`config.mk`:
```
export PLATFORM = sky130hd
export DESIGN_NAME = ext_align_pipe
export DESIGN_NICKNAME = d
export VERILOG_FILES = /design/src/rtl/ext_align_pipe.sv
export SDC_FILE = /design/constraint.sdc
export NUM_CORES = 1
export LEC_CHECK = 0
export BUFFER_PORTS_ARGS = -buffer_cell sky130_fd_sc_hd__buf_2
export CAP_MARGIN = 20
export CORE_ASPECT_RATIO = 0.9
export CORE_MARGIN = 8
export CORE_UTILIZATION = 53
export DETAILED_ROUTE_END_ITERATION = 7
export GPL_TIMING_DRIVEN = 0
export PLACE_DENSITY = 0.79
export SLEW_MARGIN = 10
export SYNTH_ARGS = -nofsm -noshare
export SYNTH_HDL_FRONTEND = slang
export SYNTH_SLANG_ARGS = --single-unit
```
`constraint.sdc`:
```
create_clock -name clk -period 2.25 [get_ports clk]
set_input_delay 0.45 -clock clk [delete_from_list [all_inputs] [get_ports clk]]
set_output_delay 0.45 -clock clk [all_outputs]
set_load 0.03 [all_outputs]
```
`src/rtl/ext_align_pipe.sv`:
```
// Load-data lane aligner and immediate extender. Two register stages, so a result
// appears 2 cycles after accept. Stage 2 holds while the consumer stalls; in_ready drops only when both stages are full.
module ext_align_pipe #(
  parameter  int DATA_W    = 32,
  parameter  int IMM_W     = 16,
  parameter  int ERR_CNT_W = 8,
  localparam int OFF_W     = $clog2(DATA_W / 8)
) (
  input  logic                 clk,
  input  logic                 reset_n,
  input  logic                 flush,
  input  logic                 in_valid,
  output logic                 in_ready,
  input  logic [2:0]           mode,
  input  logic [OFF_W-1:0]     byte_off,
  input  logic [DATA_W-1:0]    data_in,
  input  logic [IMM_W-1:0]     imm_in,
  output logic                 out_valid,
  input  logic                 out_ready,
  output logic [DATA_W-1:0]    data_out,
  output logic                 misalign,
  output logic [ERR_CNT_W-1:0] err_count
);

  typedef enum logic [2:0] {
    MODE_LB       = 3'b000,
    MODE_LBU      = 3'b001,
    MODE_LH       = 3'b010,
    MODE_LHU      = 3'b011,
    MODE_LW       = 3'b100,
    MODE_IMM_SEXT = 3'b101,
    MODE_IMM_ZEXT = 3'b110,
    MODE_IMM_LUI  = 3'b111
  } mode_e;

  // Stage 1: raw lane, zero-padded to DATA_W, plus its mode and misalign flag
  logic                 s1_valid_q, s1_valid_d;
  logic [DATA_W-1:0]    s1_lane_q,  s1_lane_d;
  mode_e                s1_mode_q,  s1_mode_d;
  logic                 s1_mis_q,   s1_mis_d;

  // Stage 2: the visible outputs
  logic                 out_valid_q, out_valid_d;
  logic [DATA_W-1:0]    data_out_q,  data_out_d;
  logic                 misalign_q,  misalign_d;
  logic [ERR_CNT_W-1:0] err_cnt_q,   err_cnt_d;

  logic                 s2_adv;
  logic                 s1_free;
  logic [7:0]           byte_sel;
  logic [15:0]          half_sel;
  logic [DATA_W-1:0]    lane_sel;
  logic                 lane_mis;
  logic [DATA_W-1:0]    ext_res;
  logic                 err_inc;

  assign s2_adv   = !out_valid_q || out_ready;
  assign s1_free  = !s1_valid_q || s2_adv;
  assign in_ready = !flush && s1_free;

  assign byte_sel = 8'(data_in >> {byte_off, 3'b000});
  assign half_sel = 16'(data_in >> {byte_off[OFF_W-1:1], 4'b0000});

  always_comb begin
    lane_sel = '0;
    lane_mis = 1'b0;
    unique case (mode)
      MODE_LB, MODE_LBU: lane_sel = DATA_W'(byte_sel);
      MODE_LH, MODE_LHU: begin
        if (byte_off[0]) lane_mis = 1'b1;
        else             lane_sel = DATA_W'(half_sel);
      end
      MODE_LW: begin
        if (|byte_off) lane_mis = 1'b1;
        else           lane_sel = data_in;
      end
      default: lane_sel = DATA_W'(imm_in);
    endcase
  end

  always_comb begin
    ext_res = s1_lane_q;
    unique case (s1_mode_q)
      MODE_LB:       ext_res = {{(DATA_W-8){s1_lane_q[7]}}, s1_lane_q[7:0]};
      MODE_LH:       ext_res = {{(DATA_W-16){s1_lane_q[15]}}, s1_lane_q[15:0]};
      MODE_IMM_SEXT: ext_res = {{(DATA_W-IMM_W){s1_lane_q[IMM_W-1]}}, s1_lane_q[IMM_W-1:0]};
      MODE_IMM_LUI:  ext_res = {s1_lane_q[IMM_W-1:0], {(DATA_W-IMM_W){1'b0}}};
      default:       ext_res = s1_lane_q;
    endcase
    if (s1_mis_q) ext_res = '0;
  end

  // A result killed by flush in the same cycle never counts as delivered
  assign err_inc = out_valid_q && out_ready && misalign_q && !flush;

  always_comb begin
    s1_valid_d  = s1_valid_q;
    s1_lane_d   = s1_lane_q;
    s1_mode_d   = s1_mode_q;
    s1_mis_d    = s1_mis_q;
    out_valid_d = out_valid_q;
    data_out_d  = data_out_q;
    misalign_d  = misalign_q;
    err_cnt_d   = err_cnt_q;

    if (flush) begin
      s1_valid_d  = 1'b0;
      out_valid_d = 1'b0;
    end else begin
      if (s1_free) begin
        s1_valid_d = in_valid;
        if (in_valid) begin
          s1_lane_d = lane_sel;
          s1_mode_d = mode_e'(mode);
          s1_mis_d  = lane_mis;
        end
      end
      if (s2_adv) begin
        out_valid_d = s1_valid_q;
        if (s1_valid_q) begin
          data_out_d = ext_res;
          misalign_d = s1_mis_q;
        end
      end
    end

    if (err_inc && !(&err_cnt_q)) err_cnt_d = err_cnt_q + 1'b1;
  end

  always_ff @(posedge clk or negedge reset_n) begin
    if (!reset_n) begin
      s1_valid_q  <= 1'b0;
      s1_lane_q   <= '0;
      s1_mode_q   <= MODE_LB;
      s1_mis_q    <= 1'b0;
      out_valid_q <= 1'b0;
      data_out_q  <= '0;
      misalign_q  <= 1'b0;
      err_cnt_q   <= '0;
    end else begin
      s1_valid_q  <= s1_valid_d;
      s1_lane_q   <= s1_lane_d;
      s1_mode_q   <= s1_mode_d;
      s1_mis_q    <= s1_mis_d;
      out_valid_q <= out_valid_d;
      data_out_q  <= data_out_d;
      misalign_q  <= misalign_d;
      err_cnt_q   <= err_cnt_d;
    end
  end

  assign out_valid = out_valid_q;
  assign data_out  = data_out_q;
  assign misalign  = misalign_q;
  assign err_count = err_cnt_q;

endmodule

```
==> flow_summary_export.csv, run 1 <==
group,metric,value,unit
route,via_count,3538,
worst_setup_path,critPathMaxFanout,10,
grt,antenna_found_initial,0,
synth,syn_avg_cell_area,9.962,sq um
grt,track_usage,21.33,%
floorplanning,die_area,10490,sq um
clock_tree,cts_buffers,9,
worst_setup_path,end_kind,"flop",
finish,fin_nets,568,
placed_design,place_area,4606,sq um
clock_tree,cts_buffer_depth,2,
worst_setup_path,r2r_cells,5,
timing,finalSetupTns,0,ns
grt,grt_first_pass_wirelength,17710,um
timing,max_freq,483.1,MHz
finish,drive_above_1_share,25.78,%
worst_setup_path,startpoint_type,"flop",
worst_setup_path,arrival,2.36,ns
placed_design,numPortBuffers,100,
floorplanning,rows,30,
clock_tree,htreeDepth,3,
clock_tree,clk_pin_slew,0.08,ns
timing,fin_crit_sh,91.99,%
timing,setup-violations-final,0,
synth,yosysTopAreaCell,"dfrtp_1",
worst_setup_path,crit_buf_inv,1,
timing,hold_viol,0,
synth,synth-seq-cells,79,
pwr,vdd_ir_drop_max,309.9,uV
clock_tree,hold_buffers,0,
floorplanning,start_util,53.49,%
placed_design,placedCellCount,594,
worst_setup_path,rrSetupSlack,0.18,ns
grt,grt_max_degree,55,
outcome,status,"completed",
finish,stdcell_count,608,
synth,async_flop_share,100.0,%
min_path,hp-class,"in2async",
synth,synth_nets,456,
clock_tree,clk_latency,0.35,ns
grt,grt_busiest_layer,"met2",
synth,ys.flop_type,"dfrtp_1",
clock_tree,cts_root_buf,"clkbuf_8",
synth,ys_seq_area_share,49.98,%
flow_run,max_cap_viol_count,0,
route,totalWireLength,10920,um
synth,synthCells,397,
synth,yosys.area.top_type_share,49.98,%
timing,holdWs,0.002792,ns
timing,slew_violations,0,
timing,min_period,2.070,ns
synth,synth_cell_type_count,45,
grt,grtUsageMet3,5.398,%
synth,synth_enable_flop_cells,0,
grt,met1_usage,30.24,%
floorplanning,die_y,97.95,um
route,routed_via_density,5.819,
finish,fill_cells,634,
synth,yosysWarnings,0,
grt,use_met2,30.34,%
worst_setup_path,crit_slowest_cell,"a2111oi_0",
clock_tree,clkSinkCount,79,
route,first_pass_iters,4,
clock_tree,cts_tree,"done",
worst_setup_path,rr_startpoint,"s1_mode_q[0]",
synth,yosysMostFrequentCell,"dfrtp_1",
synth,synth.top_cells.by_count,"dfrtp_1, nand2_1, nor2_1",
worst_setup_path,crit_required,2.54,ns
grt,grt_pass1_vias,3420,
timing,rsz0062_at_grt,"no",
pwr,power.density,795.8,nW/um^2
floorplanning,io-pin-count,101,
grt,grt_remaining_overflow,0,
route,drt_iter0_markers,259,
timing,tightest_slew,0.8855,ns
worst_setup_path,path_class,"reg2reg",
worst_setup_path,r2r-end,"data_out[26]",
worst_setup_path,path_delay_family,"compound AO/OA/AOI/OAI gates",
timing,slew_headroom,40.42,%
worst_setup_path,cp_cell_sequence,"xnor2_1 -> buf_2 -> nor2_1 -> a2111oi_0 -> a21o_1",
finish,stdcell_area,4758,sq um
finish,insertedDiodeCount,0,
floorplanning,core_area,7395,sq um
worst_setup_path,cp_slowest_stage_delay,0.60,ns
placed_design,routabilityCongestion,0.9192,
route,drc,0,
route,wl_per_cell,17.97,um
synth,synth_area,3955,sq um
timing,fin_skew,0.01155,ns
finish,syn_to_final_growth,20.31,%
synth,yosys-top-cells-area,"dfrtp_1, a22o_1, nand2_1",
floorplanning,die_x,107.1,um
placed_design,dp_hpwl,8627,um
route,postRouteAntennaNets,0,
pwr,leakagePower,2.456,nW
[what timing repair did]
action                                  CTS  global route
endpoints found under the setup margin    0             1
buffers inserted                          0             0
gates resized for setup                   0             1
[sequential cells by signal (all words and copies together) (netlist names)]
name / cells
data_out: 32
misalign: 1
s1_mis_q: 1
err_count: 8
s1_lane_q: 32
s1_mode_q: 3
out_valid: 1
s1_valid_q: 1
[area by class of cell]
class                      instances  area (sq um)  share of cell area (%)
sequential                        79          1977                   41.55
multi-input combinational        283          1822                   38.29
clock buffer                       9         123.9                   2.603
buffer                            28         131.4                   2.761
clock inverter                     5         27.53                  0.5785
timing repair buffer             101         530.5                   11.15
inverter                           7         26.28                  0.5522
tap                               96         120.1                   2.524
[how the worst max path moves through the flow]
stage	cells past startpoint	start	slack (ns)	to
after global routing	5	s1_mode_q[0]	0.02	data_out[26]
after floorplan	6	out_valid	0.34	s1_lane_q[20]
final	5	s1_mode_q[0]	0.18	data_out[26]
after detailed placement	7	out_ready	0.08	s1_lane_q[22]
after CTS	5	s1_mode_q[0]	0.20	data_out[24]
after global placement	7	out_ready	0.11	s1_lane_q[24]
[layer usage]
metal / up-vias / share of wire [%] / routed length [um]
met5: - / 0 / 0
met4: 0 / 2.2 / 238
met3: 17 / 7.6 / 830
met2: 163 / 42 / 4578
met1: 1660 / 48 / 5276
li1: 1698 / - / -
[placed cells by master (no fill, tap or decap), types with 4 or more instances in the layout]
| master | n |
|---|---|
| dfrtp_1 | 79 |
| mux2i_1 | 12 |
| nor2_1 | 31 |
| nand2b_1 | 8 |
| o22ai_1 | 7 |
| a21oi_1 | 14 |
| nor2b_1 | 6 |
| o31ai_1 | 7 |
| o21ai_0 | 26 |
| nor3_1 | 6 |
| clkbuf_1 | 18 |
| a21o_1 | 19 |
| a22o_1 | 24 |
| clkinv_2 | 4 |
| inv_1 | 6 |
| a2111oi_0 | 15 |
| nand2_1 | 50 |
| a41o_1 | 6 |
| xnor2_1 | 4 |
| a32oi_1 | 8 |
| mux2_2 | 5 |
| nand3_1 | 5 |
| buf_2 | 105 |
| clkbuf_8 | 9 |
[cells by family (layout without fill, tap and decap cells)]
logic type / count (synthesis) / after routing / synth area share (%)
compound gates: 135 / 135 / 24.96
xor+xnor: 7 / 7 / 1.550
buf+inv: 35 / 150 / 3.986
simple gates: 123 / 123 / 14.74
flops: 79 / 79 / 49.98
mux: 17 / 17 / 4.461
fa+ha+maj: 1 / 1 / 0.3163
[report_power, final]
| group | switching [mW] | internal, mW |
|---|---|---|
| Clock | 0.481 | 0.380 |
| Combinational | 0.749 | 0.383 |
| Sequential | 0.161 | 1.63 |
| Total | 1.39 | 2.40 |
[per-stage QoR]
step / setup slack, ns / power, mW / utilization (%)
floorplan: 0.3352 / 2.528 / -
global placement: 0.1121 / 2.919 / 61.88
detailed placement: 0.07875 / 2.956 / 62.28
CTS: 0.2043 / 3.807 / 64.33
global route: 0.02101 / 3.984 / 64.35
finish: 0.1802 / 3.787 / 64.35
Power figures use the tool's default switching activity.
==> run 2: changes to the inputs <==
ABC_AREA = 1   (was unset)
CORE_UTILIZATION = 55   (was 53)
PLACE_DENSITY = 0.8   (was 0.79)
==> run 2 against run 1 <==
  * Sequential power about the same
  * Synthesized cell count rose by 54%
  * Non-clock buffer count decreased by 7
  * Register-to-register slack improved by 0.55 ns
  * Utilization increased by 1.4 points
  * Via count rose by 23%
==> flow_summary_export.csv, run 2 <==
group,metric,value,unit
timing,rsz0062_at_grt,"no",
timing,slew_headroom,72.88,%
finish,fin_nets,779,
grt,grt_max_degree,51,
clock_tree,post_cts.repair.setup_buffers,0,
grt,grt_pass1_vias,4369,
route,first_pass_iters,5,
worst_setup_path,crit_buf_inv,3,
placed_design,place_area,5304,sq um
min_path,hp-class,"in2async",
synth,synth_area,4661,sq um
clock_tree,clk_latency,0.36,ns
synth,async_flop_share,100.0,%
pwr,power.density,798.6,nW/um^2
synth,synth_cell_type_count,39,
floorplanning,rows,32,
finish,drive_above_1_share,26.48,%
timing,tightest_slew,0.4067,ns
clock_tree,clkSinkCount,79,
clock_tree,cts_buffers,9,
synth,yosys.area.top_type_share,42.42,%
route,drc,0,
grt,antenna_found_initial,0,
synth,yosys-top-cells-area,"dfrtp_1, nand2_1, a21oi_1",
synth,synthCells,611,
floorplanning,die_y,103.3,um
synth,yosysTopAreaCell,"dfrtp_1",
floorplanning,start_util,55.43,%
grt,track_usage,23.41,%
synth,synth.top_cells.by_count,"nand2_1, dfrtp_1, inv_1",
worst_setup_path,crit_slowest_cell,"dfrtp_1",
clock_tree,cts_root_buf,"clkbuf_8",
worst_setup_path,crit_required,1.80,ns
route,routed_via_density,5.266,
route,wl_per_cell,16.00,um
timing,max_freq,563.0,MHz
timing,min_period,1.776,ns
worst_setup_path,end_kind,"output port",
clock_tree,htreeDepth,3,
clock_tree,post_cts_resized,0,
route,drt_iter0_markers,335,
finish,final_cell_mix,"nand2_1, buf_2, dfrtp_1, inv_1, a21oi_1",
placed_design,numPortBuffers,97,
clock_tree,cts_tree,"done",
worst_setup_path,path_delay_family,"flip-flops",
timing,finalSetupTns,0,ns
clock_tree,clk_pin_slew,0.09,ns
timing,setup-violations-final,0,
timing,hold_viol,0,
finish,insertedDiodeCount,0,
worst_setup_path,startpoint_type,"flop",
synth,syn_avg_cell_area,7.628,sq um
clock_tree,cts_buffer_depth,2,
floorplanning,die_area,11680,sq um
worst_setup_path,cp_slowest_stage_delay,0.38,ns
synth,synth_nets,670,
synth,ys.flop_type,"dfrtp_1",
floorplanning,io-pin-count,101,
pwr,vdd_ir_drop_max,365.2,uV
timing,fin_crit_sh,78.94,%
synth,synth-seq-cells,79,
floorplanning,core_area,8408,sq um
synth,yosysWarnings,0,
floorplanning,die_x,113.0,um
route,postRouteAntennaNets,0,
synth,synth_enable_flop_cells,0,
placed_design,dp_hpwl,10490,um
worst_setup_path,arrival,1.33,ns
pwr,leakagePower,2.978,nW
timing,fin_skew,0.01274,ns
outcome,status,"completed",
finish,final_common_cell,"nand2_1",
route,via_count,4355,
finish,stdcell_area,5532,sq um
synth,ys_seq_area_share,42.42,%
grt,grt_first_pass_wirelength,21600,um
clock_tree,hold_buffers,0,
flow_run,max_cap_viol_count,0,
worst_setup_path,crit_top_cell,"inv_1",
worst_setup_path,critPathMaxFanout,3,
grt,grt_remaining_overflow,0,
worst_setup_path,cp_cell_sequence,"inv_1 -> nor2_4 -> nand2_2 -> nand2_1 -> inv_1 -> buf_2",
synth,yosysMostFrequentCell,"nand2_1",
placed_design,routabilityCongestion,0.9163,
timing,slew_violations,0,
finish,syn_to_final_growth,18.68,%
route,totalWireLength,13230,um
worst_setup_path,path_class,"reg2out",
-- run 2: logic make-up after synthesis --
logic type      Yosys count  synth area share, %
xor+xnor                  6                1.128
compound gates          105                12.99
buf+inv                  87                9.933
flops                    79                42.42
fa+ha+maj                 1               0.2684
simple gates            333                33.26
-- run 2: per-layer routing --
metal,track usage (%),up-vias,share of wire (%)
met2,38.30,158,45
met5,0,-,0
met3,4.527,21,6.6
met4,8.282,0,1.8
li1,-,2142,-
met1,30.62,2034,46
-- run 2: path summary, 6_finish.rpt --
check	from	to	slack, ns	cells past startpoint
min in group clk	flush	s1_valid_q	0.30	2
worst max register to register	err_count[0]	err_count[5]	0.73	6
worst max-delay path	out_valid	in_ready	0.47	6
worst min-delay path	reset_n	s1_lane_q[2]	0.02	1
worst min register to register	data_out[13]	data_out[13]	0.48	2
max in group asynchronous	reset_n	s1_lane_q[15]	1.66	2
-- run 2: worst register-to-register path, delay by kind of cell, from the launching register on --
family          cells  cell delay [ns]
simple gates        3             0.33
compound gates      2             0.43
fa+ha+maj           1             0.21
flops               1             0.42
-- run 2: layout make-up --
cell class | instances | area [sq um]
Sequential cell | 79 | 1977
Clock buffer | 9 | 123.9
Inverter | 63 | 254.0
Multi-Input combinational cell | 445 | 2221
Timing Repair Buffer | 98 | 515.5
Fill cell | 765 | 2877
Clock inverter | 7 | 103.9
Buffer | 24 | 209.0
Tap cell | 102 | 127.6
-- run 2: power breakdown --
part / switching, mW / internal [mW] / total (mW)
Combinational: 0.954 / 0.432 / 1.39
Sequential: 0.169 / 1.65 / 1.82
Clock: 0.575 / 0.638 / 1.21
Total: 1.70 / 2.72 / 4.42
-- run 2: per-stage QoR --
step / setup WS, ns / power (mW) / hold WS [ns] / cells / util, %
floorplan: 0.6752 / 2.759 / 0.1544 / 611 / -
global placement: 0.2096 / 3.187 / 0.4607 / 810 / 62.72
detailed placement: 0.6534 / 3.235 / 0.4110 / 811 / 63.08
CTS: 0.4501 / 4.430 / 0.03113 / 827 / 65.79
global route: 0.3926 / 4.647 / 0.04222 / 827 / 65.79
finish: 0.4739 / 4.418 / 0.01921 / 827 / 65.79
==> run 3: changes to the inputs <==
clock period = 1.75 ns   (was 2.25 ns; I/O delays follow)
==> run 3 against run 2 <==
  * Sequential cell count did not move
  * Global-route usage barely moved
  * Combinational power rose by 28%
  * Utilization rose by 0.21 points
  * Sequential power rose by 29%
  * Critical path type unchanged
==> flow_summary_export.csv, run 3 (synthesis gave the netlist of run 2 again) <==
group,metric,value,unit
outcome,status,"completed",
worst_setup_path,cp.depth,6,
timing,slew_headroom,72.76,%
pwr,combPwrFrac,31.4,%
finish,fill_cells,764,
finish,fin_nets,781,
grt,antenna_found_initial,0,
pwr,power.density,1025,nW/um^2
finish,syn_to_final_growth,19.06,%
clock_tree,cts_buffer_depth,2,
worst_setup_path,path_delay_family,"flip-flops",
pwr,power_switching_share,38.47,%
pwr,p_total,5.688,mW
worst_setup_path,rr_startpoint,"out_valid",
finish,drive_above_1_share,26.55,%
route,routed_via_density,5.247,
clock_tree,cts_root_buf,"clkbuf_8",
grt,grt_pass1_vias,4372,
route,via_count,4350,
timing,rsz0062_at_grt,"no",
worst_setup_path,crit_required,1.40,ns
timing,slew_violations,0,
timing,min_period,1.669,ns
pwr,power_frac_seq,41.1,%
worst_setup_path,r2r-end,"data_out[29]",
pwr,p_clk_share,27.5,%
route,postRouteAntennaNets,0,
clock_tree,clkSinkCount,79,
floorplanning,die_y,103.3,um
worst_setup_path,crit_buf_inv,3,
floorplanning,rows,32,
placed_design,place_area,5304,sq um
route,first_pass_iters,5,
worst_setup_path,arrival,1.32,ns
floorplanning,core_area,8408,sq um
route,drt_iter0_markers,325,
finish,final_common_cell,"nand2_1",
worst_setup_path,crit_end,"in_ready",
grt,grt_remaining_overflow,0,
worst_setup_path,cp_cell_sequence,"inv_1 -> nor2_4 -> nand2_2 -> nand2_1 -> inv_1 -> buf_2",
worst_setup_path,path_class,"reg2out",
worst_setup_path,crit_top_cell,"inv_1",
worst_setup_path,cp_slowest_stage_delay,0.38,ns
pwr,p_int,3.499,mW
pwr,p_switching,2.188,mW
route,totalWireLength,13240,um
worst_setup_path,end_kind,"output port",
floorplanning,die_area,11680,sq um
finish,final_cell_mix,"nand2_1, buf_2, dfrtp_1, inv_1, a21oi_1",
floorplanning,io-pin-count,101,
floorplanning,die_x,113.0,um
flow_run,max_cap_viol_count,0,
worst_setup_path,crit_path_start,"out_valid",
timing,fin_skew,0.01273,ns
finish,seq_area,1977,sq um
timing,fin_crit_sh,95.35,%
finish,insertedDiodeCount,0,
grt,grt_max_degree,51,
pwr,vdd_ir_drop_max,470.9,uV
timing,tightest_slew,0.4086,ns
placed_design,numPortBuffers,97,
clock_tree,clk_latency,0.36,ns
timing,max_freq,599.3,MHz
placed_design,dp_hpwl,10490,um
finish,stdcell_area,5549,sq um
clock_tree,htreeDepth,3,
route,drc,0,
pwr,leakagePower,2.987,nW
floorplanning,start_util,55.43,%
worst_setup_path,crit_slowest_cell,"dfrtp_1",
clock_tree,cts_tree,"done",
worst_setup_path,r2r_cells,8,
placed_design,routabilityCongestion,0.9163,
grt,track_usage,23.42,%
worst_setup_path,critPathMaxFanout,3,
clock_tree,cts_buffers,9,
worst_setup_path,startpoint_type,"flop",
clock_tree,clk_pin_slew,0.09,ns
timing,hold_viol,0,
timing,setup-violations-final,0,
route,wl_per_cell,15.97,um
min_path,hp-class,"in2reg",
grt,grt_first_pass_wirelength,21610,um
finish,multi_input_area,2221,sq um
worst_setup_path,rrSetupSlack,0.21,ns
[run 3: metrics by stage]
step / setup slack (ns) / utilization (%) / std cells / hold slack (ns) / TNS (ns)
floorplan: 0.1752 / - / 611 / 0.05441 / 0
finish: 0.08142 / 66.00 / 829 / 0.2006 / 0
CTS: 0.05009 / 65.91 / 828 / 0.1961 / 0
detailed placement: 0.2378 / 63.08 / 811 / 0.3110 / 0
global placement: -0.1904 / 62.72 / 810 / 0.4607 / -14.68
global route: 0.009353 / 66.00 / 829 / 0.2173 / 0
[run 3: layer usage]
metal	track usage, %	vias up	wire length [um]
met1	30.66	2026	6052
met5	0	-	0
met2	38.30	157	6038
met3	4.527	19	923
met4	8.282	0	223
li1	-	2148	-
[run 3: final cells by class]
| type | count | area share [%] |
|---|---|---|
| buffer | 24 | 3.765 |
| sequential | 79 | 35.63 |
| multi-input combinational | 445 | 40.02 |
| inverter | 63 | 4.577 |
| tap | 102 | 2.300 |
| clock inverter | 7 | 1.871 |
| timing repair buffer | 100 | 9.605 |
| clock buffer | 9 | 2.232 |
[run 3: timing repair]
action	CTS	global route
endpoints found under the hold margin	29	0
setup buffers	0	1
setup endpoints to repair	0	1
hold buffers	1	0
gates resized for setup	0	0
[run 3: worst min path at each step]
| stage | start | to | slack (ns) | cells past startpoint |
|---|---|---|---|---|
| floorplan | reset_n | data_out[0] | 0.05 | 0 |
| global placement | data_out[19] | data_out[19] | 0.46 | 2 |
| detailed placement | reset_n | s1_lane_q[2] | 0.31 | 1 |
| CTS | flush | s1_valid_q | 0.20 | 2 |
| global route | flush | s1_valid_q | 0.22 | 2 |
| finish | flush | s1_valid_q | 0.20 | 2 |
[run 3: power groups by stage]
stage | Combinational, mW | Sequential [mW] | Clock [mW]
6_report | 1.78 | 2.34 | 1.56
2_1_floorplan | 0.767 | 2.78 | 0
4_1_cts | 1.80 | 2.34 | 1.56
5_1_grt | 1.96 | 2.38 | 1.64
3_3_place_gp | 1.75 | 2.35 | 0
3_5_place_dp | 1.79 | 2.37 | 0
